===== src/rtl/i2s_tx_pkg.sv =====
// ============================================================================
// i2s_tx_pkg : shared constants and state encoding for the I2S transmitter
// Revision   : 1.0
// ============================================================================
`default_nettype none

package i2s_tx_pkg;

    localparam int DATA_W_DEF     = 16;
    localparam int FIFO_DEPTH_DEF = 8;
    localparam int DIV_W_DEF      = 8;
    localparam int FRAME_W_DEF    = 2 * DATA_W_DEF;

    typedef logic [1:0] state_t;

    localparam state_t ST_IDLE  = 2'd0;
    localparam state_t ST_RUN   = 2'd1;
    localparam state_t ST_DRAIN = 2'd2;

    function automatic int frame_w(input int data_w);
        return 2 * data_w;
    endfunction

endpackage

`default_nettype wire


===== src/rtl/i2s_tx_fifo.sv =====
// ============================================================================
// i2s_tx_fifo : synchronous stereo-frame FIFO with level/full/empty
// Revision    : 1.0
// ============================================================================
`default_nettype none

module i2s_tx_fifo
    import i2s_tx_pkg::*;
#(
    parameter int WIDTH = FRAME_W_DEF,
    parameter int DEPTH = FIFO_DEPTH_DEF
) (
    input  logic                     clk,
    input  logic                     rst,
    input  logic                     push,
    input  logic                     pop,
    input  logic [WIDTH-1:0]         wr_data,
    output logic [WIDTH-1:0]         rd_data,
    output logic                     full,
    output logic                     empty,
    output logic [$clog2(DEPTH):0]   level
);

    localparam int PTR_W = $clog2(DEPTH);
    localparam logic [PTR_W:0] c_full_count = (PTR_W + 1)'(DEPTH);

    logic [WIDTH-1:0] r_mem [DEPTH];
    logic [PTR_W-1:0] r_wr_ptr;
    logic [PTR_W-1:0] r_rd_ptr;
    logic [PTR_W:0]   r_count;
    logic             w_push;
    logic             w_pop;

    // A push while full is dropped regardless of a simultaneous pop.
    assign w_push  = push && !full;
    assign w_pop   = pop && !empty;
    assign full    = (r_count == c_full_count);
    assign empty   = (r_count == '0);
    assign level   = r_count;
    assign rd_data = r_mem[r_rd_ptr];

    always_ff @(posedge clk) begin
        if (w_push) begin
            r_mem[r_wr_ptr] <= wr_data;
        end
    end

    always_ff @(posedge clk) begin
        if (rst) begin
            r_wr_ptr <= '0;
            r_rd_ptr <= '0;
            r_count  <= '0;
        end else begin
            if (w_push) r_wr_ptr <= r_wr_ptr + 1'b1;
            if (w_pop)  r_rd_ptr <= r_rd_ptr + 1'b1;
            case ({w_push, w_pop})
                2'b10:   r_count <= r_count + 1'b1;
                2'b01:   r_count <= r_count - 1'b1;
                default: r_count <= r_count;
            endcase
        end
    end

endmodule

`default_nettype wire


===== src/rtl/i2s_tx_master.sv =====
// ============================================================================
// i2s_tx_master : I2S (Philips) master transmitter with frame FIFO, BCLK/WS gen
// Revision      : 1.0
// ============================================================================
`default_nettype none

module i2s_tx_master
    import i2s_tx_pkg::*;
#(
    parameter int DATA_W     = DATA_W_DEF,
    parameter int FIFO_DEPTH = FIFO_DEPTH_DEF,
    parameter int DIV_W      = DIV_W_DEF
) (
    input  logic                          HCLK,
    input  logic                          HRESET,
    input  logic                          en,
    input  logic [DIV_W-1:0]              clk_div,
    input  logic                          wr_valid,
    output logic                          wr_ready,
    input  logic [DATA_W-1:0]             wr_left,
    input  logic [DATA_W-1:0]             wr_right,
    output logic [$clog2(FIFO_DEPTH):0]   fifo_level,
    output logic                          underflow,
    input  logic                          clr_underflow,
    output logic                          i2s_clk,
    output logic                          ws,
    output logic                          sd_out,
    output logic                          busy
);

    localparam int FRAME_W = frame_w(DATA_W);
    localparam int BIT_W   = $clog2(FRAME_W);
    localparam logic [BIT_W-1:0] c_ws_lo    = BIT_W'(DATA_W - 1);
    localparam logic [BIT_W-1:0] c_ws_hi    = BIT_W'(FRAME_W - 2);
    localparam logic [BIT_W-1:0] c_last_bit = BIT_W'(FRAME_W - 1);

    state_t              r_state;
    logic [DIV_W-1:0]    r_div_lat;
    logic [DIV_W-1:0]    r_div_cnt;
    logic                r_first;
    logic                r_bclk;
    logic                r_ws;
    logic                r_sd;
    logic                r_underflow;
    logic [BIT_W-1:0]    r_bit;
    logic [FRAME_W-1:0]  r_shift;

    logic                w_active;
    logic                w_div_tc;
    logic                w_fall;
    logic                w_stop;
    logic                w_load;
    logic                w_ws_next;
    logic                w_full;
    logic                w_empty;
    logic [FRAME_W-1:0]  w_head;
    logic [FRAME_W-1:0]  w_frame;

    i2s_tx_fifo #(
        .WIDTH (FRAME_W),
        .DEPTH (FIFO_DEPTH)
    ) u_fifo (
        .clk     (HCLK),
        .rst     (HRESET),
        .push    (wr_valid),
        .pop     (w_load),
        .wr_data ({wr_left, wr_right}),
        .rd_data (w_head),
        .full    (w_full),
        .empty   (w_empty),
        .level   (fifo_level)
    );

    assign w_active  = (r_state != ST_IDLE);
    assign w_div_tc  = (r_div_cnt == r_div_lat);
    assign w_fall    = w_active && (r_first || (w_div_tc && r_bclk));
    // Drain ends on the boundary event of the next frame, which is never loaded.
    assign w_stop    = w_fall && (r_state == ST_DRAIN) && !en && (r_bit == '0);
    assign w_load    = w_fall && !w_stop && (r_bit == '0);
    assign w_frame   = w_empty ? '0 : w_head;
    assign w_ws_next = (r_bit >= c_ws_lo) && (r_bit <= c_ws_hi);

    assign wr_ready  = !w_full;
    assign underflow = r_underflow;
    assign i2s_clk   = r_bclk;
    assign ws        = r_ws;
    assign sd_out    = r_sd;
    // DRAIN still clocks out the current frame, so it counts as busy.
    assign busy      = w_active;

    always_ff @(posedge HCLK) begin
        if (HRESET) begin
            r_state     <= ST_IDLE;
            r_div_lat   <= '0;
            r_div_cnt   <= '0;
            r_first     <= 1'b0;
            r_bclk      <= 1'b0;
            r_ws        <= 1'b0;
            r_sd        <= 1'b0;
            r_underflow <= 1'b0;
            r_bit       <= '0;
            r_shift     <= '0;
        end else begin
            case (r_state)
                ST_IDLE: begin
                    if (en) begin
                        r_state   <= ST_RUN;
                        r_div_lat <= clk_div;
                        r_div_cnt <= '0;
                        r_first   <= 1'b1;
                        r_bit     <= '0;
                    end
                end
                ST_RUN: begin
                    if (!en) r_state <= ST_DRAIN;
                end
                ST_DRAIN: begin
                    if (en)          r_state <= ST_RUN;
                    else if (w_stop) r_state <= ST_IDLE;
                end
                default: r_state <= ST_IDLE;
            endcase

            if (w_active) begin
                r_first <= 1'b0;
                // The divider holds on the first cycle so bit 0 has a full low phase of setup.
                if (!r_first) begin
                    if (w_div_tc) begin
                        r_div_cnt <= '0;
                        r_bclk    <= ~r_bclk;
                    end else begin
                        r_div_cnt <= r_div_cnt + 1'b1;
                    end
                end
                if (w_stop) begin
                    r_bclk    <= 1'b0;
                    r_ws      <= 1'b0;
                    r_sd      <= 1'b0;
                    r_div_cnt <= '0;
                end else if (w_fall) begin
                    if (r_bit == '0) begin
                        r_sd    <= w_frame[FRAME_W-1];
                        r_shift <= {w_frame[FRAME_W-2:0], 1'b0};
                    end else begin
                        r_sd    <= r_shift[FRAME_W-1];
                        r_shift <= {r_shift[FRAME_W-2:0], 1'b0};
                    end
                    r_ws  <= w_ws_next;
                    r_bit <= (r_bit == c_last_bit) ? '0 : r_bit + 1'b1;
                end
            end

            if (w_load && w_empty) begin
                r_underflow <= 1'b1;
            end else if (clr_underflow) begin
                r_underflow <= 1'b0;
            end
        end
    end

endmodule

`default_nettype wire


===== config.mk =====
export PLATFORM = sky130hd
export DESIGN_NAME = i2s_tx_master
export DESIGN_NICKNAME = d
export VERILOG_FILES = /design/src/rtl/i2s_tx_pkg.sv /design/src/rtl/i2s_tx_fifo.sv /design/src/rtl/i2s_tx_master.sv
export SDC_FILE = /design/constraint.sdc
export NUM_CORES = 1
export LEC_CHECK = 0
export ABC_AREA = 1
export BUFFER_PORTS_ARGS = -buffer_cell sky130_fd_sc_hd__buf_2
export CAP_MARGIN = 20
export CORE_MARGIN = 1.5
export CORE_UTILIZATION = 44
export DETAILED_ROUTE_END_ITERATION = 10
export PLACE_DENSITY = 0.62
export SLEW_MARGIN = 10
export SYNTH_ARGS = -nofsm -noshare
export SYNTH_HDL_FRONTEND = slang
export SYNTH_SLANG_ARGS = --single-unit

===== constraint.sdc =====
create_clock -name HCLK -period 3.3 [get_ports HCLK]
set_clock_uncertainty 0.05 [all_clocks]
set_input_delay 0.495 -clock HCLK [delete_from_list [all_inputs] [get_ports HCLK]]
set_output_delay 0.495 -clock HCLK [all_outputs]
set_load 0.01 [all_outputs]

==> impl_results.md <==
* Final WL at 30.3 mm
* GRT Residual Overflow at 0
* Clock Pin Slew Worst Setup and Hold Paths at 0.06 ns
* Pleak at 5.41 nW
* Top-count cell post-synth: edfxtp_1
* Area delta synth->final at 13.8%
* Io pins at 55
* Die area at 31700 um^2
* DR DRC count at 0
* Finished Layout Cells at 1696
* Max Slew Vio Count at 0
* Min cycle time layout at 2.78 ns
* CP Class: reg -> reg
* Final RePlAce weighted congestion at 0.829
* Worst vdd ir at 0.570 mV
* Register area share after synthesis at 67.7%
* Cell Rows at 63
* Post-Syn Area at 13500 um^2
* Post-synth ARST share at 0%
* Vias in the first global route at 8595
* H-tree depth at 2
* TNS Setup at 0 ns
* Max-slew headroom at the worst pin at 50.3%
* Global-route wire length before repair at 47.7 mm
* Final period util at 84.3%
* Placed insts at 1631
* Post-synth cell types at 41
* CTS buffer count at 35
* Max FO, Critical Path at 6
* Fin Hold WS at 0.152 ns
* Worst path arrival time at 3.14 ns
* Worst slew pin tran at 0.743 ns
* Syn_nets at 1291
* Synth top area share at 57.0%
* Hold Fails Final Rpt at 0
* Initial Util at 45.1%
* Pin count of the biggest net entering global routing at 127
* R2R Path Start: r_bit[0]
* DRT Pass-1 Iters at 5
* Yosys reg bits at 328
* Total GRT Usage at 19.5%
* Post-CTS Setup Repair Bufs at 0
* Setup-failing EPs final at 0
* Core footprint at 29900 um^2
* Max-cap violations at 0
* DR WL/cell at 17.8 um
* CP startpoint: r_bit[0]
* Total power at 9.04 mW
* Pre-CTS setup slack at 0.450 ns
* CP Capture Type: flop
* Via count at 9143
* Hold_sp: clk_div[2]
* CTS Hold Bufs at 0
* Warnings, synthesis at 0
* Detail Placement HPWL at 16.7 mm
* Clock latency on the worst-skew pair at 0.53 ns
* Input/output buffers at 54
* Fin nets at 1334
* Max Clk Rate at 359 MHz
* Status: complete, no violations
* Clock Sinks at 328
* Critical Path RT at 3.66 ns
* Chip Width at 178 um
* Post-Syn Area per Cell at 10.9 um^2
* Chip height at 178 um
* Post-route ant nets at 0
* Most frequent cells after synthesis: edfxtp_1, nor2_1, o21ai_0
* Worst Slack Setup Final at 0.518 ns
* Share of layout cells above drive strength 1 at 12.2%
* Cell Pwr Density at 590 nW/um^2
* Cells after synthesis at 1235
* RSZ-0062 raised after global routing: no
* Worst Hold Class: in -> reg
* Synth area leader: edfxtp_1
* Startpoint types: flop
* Main synth FF type: edfxtp_1
* CTS tree: done
* Post-synth EDFFs at 256
* DR iter-0 viols at 842
* CTS max path bufs at 3
* Post-CTS sizing at 0
* Synth area leaders: edfxtp_1, dfxtp_1, nor2_1, o21ai_0, nand2_1
* Via density at 5.39
* Antenna violations before repair at 1
* Root Buffer: clkbuf_16
-- worst paths after layout --
path	endpoint	slack, ns	depth (start not counted)
setup / recovery	u_fifo.level[3]	0.52	14
hold / removal	r_div_lat[2]	0.15	3
setup reg to reg	u_fifo.level[3]	0.52	14
hold reg to reg	underflow	0.41	2
-- where the power goes --
| part | total, mW | switching [mW] | leakage [nW] | internal, mW |
|---|---|---|---|---|
| registers | 4.60 | 0.0432 | 2.91 | 4.56 |
| logic | 0.560 | 0.386 | 1.95 | 0.174 |
| clock network | 3.88 | 1.61 | 0.546 | 2.27 |
| total | 9.04 | 2.04 | 5.41 | 7.00 |
-- cell usage in the layout, fill, tap and decap left out, types with 4 or more instances in the layout --
cell / netlist / layout
nor2_1: 254 / 246
xnor2_1: 7 / 7
o21ai_0: 180 / 180
nor2_4: 3 / 11
a21oi_1: 27 / 27
o21ai_1: 59 / 59
nand3_1: 34 / 34
dfxtp_1: 72 / 70
inv_1: 45 / 45
clkinv_1: 1 / 7
o22ai_1: 60 / 60
buf_4: 3 / 17
nand4_1: 8 / 8
clkinv_2: 0 / 4
buf_2: 9 / 54
edfxtp_1: 256 / 256
clkbuf_1: 46 / 11
clkbuf_16: 0 / 35
buf_12: 0 / 6
ha_1: 11 / 11
inv_2: 6 / 5
nand2_1: 110 / 110
-- critical path, stage by stage (launching register included) --
cell	delay, ns
dfxtp_1	0.32
inv_1	0.13
ha_1	0.18
nand4_2	0.18
nor2_4	0.22
inv_1	0.14
nand4_1	0.23
inv_1	0.09
ha_1	0.24
xor2_1	0.26
nand3_1	0.15
a21oi_1	0.15
o21ai_0	0.12
o21ai_0	0.15
a21oi_1	0.05
-- per-stage QoR --
stage / instance area (um^2) / util, %
2_1_floorplan: 13500 / -
3_3_place_gp: 14200 / 47.5
3_5_place_dp: 14200 / 47.5
4_1_cts: 15300 / 51.3
5_1_grt: 15300 / 51.3
6_report: 15300 / 51.3
-- layout make-up --
class                      instances  area (um^2)
antenna                            1         2.50
clock buffer                      48          945
clock inverter                    16          184
fill                            2610        14500
inverter                          53          203
multi-input combinational        783         3860
sequential                       328         9130
tap                              390          488
timing repair buffer              77          518
-- logic make-up (layout without fill, tap and decap cells) --
kind of cell,count (synthesis),after routing,share of synthesized area (%)
buf+inv,124,194,4.06
simple gates,426,426,13.2
other cells,0,1,0
flops,328,328,67.7
xor+xnor,10,10,0.650
fa+ha+maj,11,11,1.02
compound gates,336,336,13.3
-- registers in the layout, summed over array words and instances, names as in the netlist, named ones only --
name / flops
r_shift: 31
u_fifo.level: 4
r_first: 1
ws: 1
sd_out: 1
r_div_lat: 8
u_fifo.r_wr_ptr: 3
r_state: 2
i2s_clk: 1
r_bit: 5
r_div_cnt: 8
u_fifo.r_mem: 256
u_fifo.r_rd_ptr: 3
underflow: 1
-- routing by layer --
| layer | vias to the layer above | wire, um | global-route usage (%) |
|---|---|---|---|
| li1 | 4465 | - | - |
| met1 | 4414 | 13800 | 26.5 |
| met2 | 220 | 14400 | 32.3 |
| met3 | 44 | 1450 | 3.01 |
| met4 | 0 | 646 | 5.88 |
| met5 | - | 0 | 0 |
No activity file was read; power rests on OpenSTA's default activity.
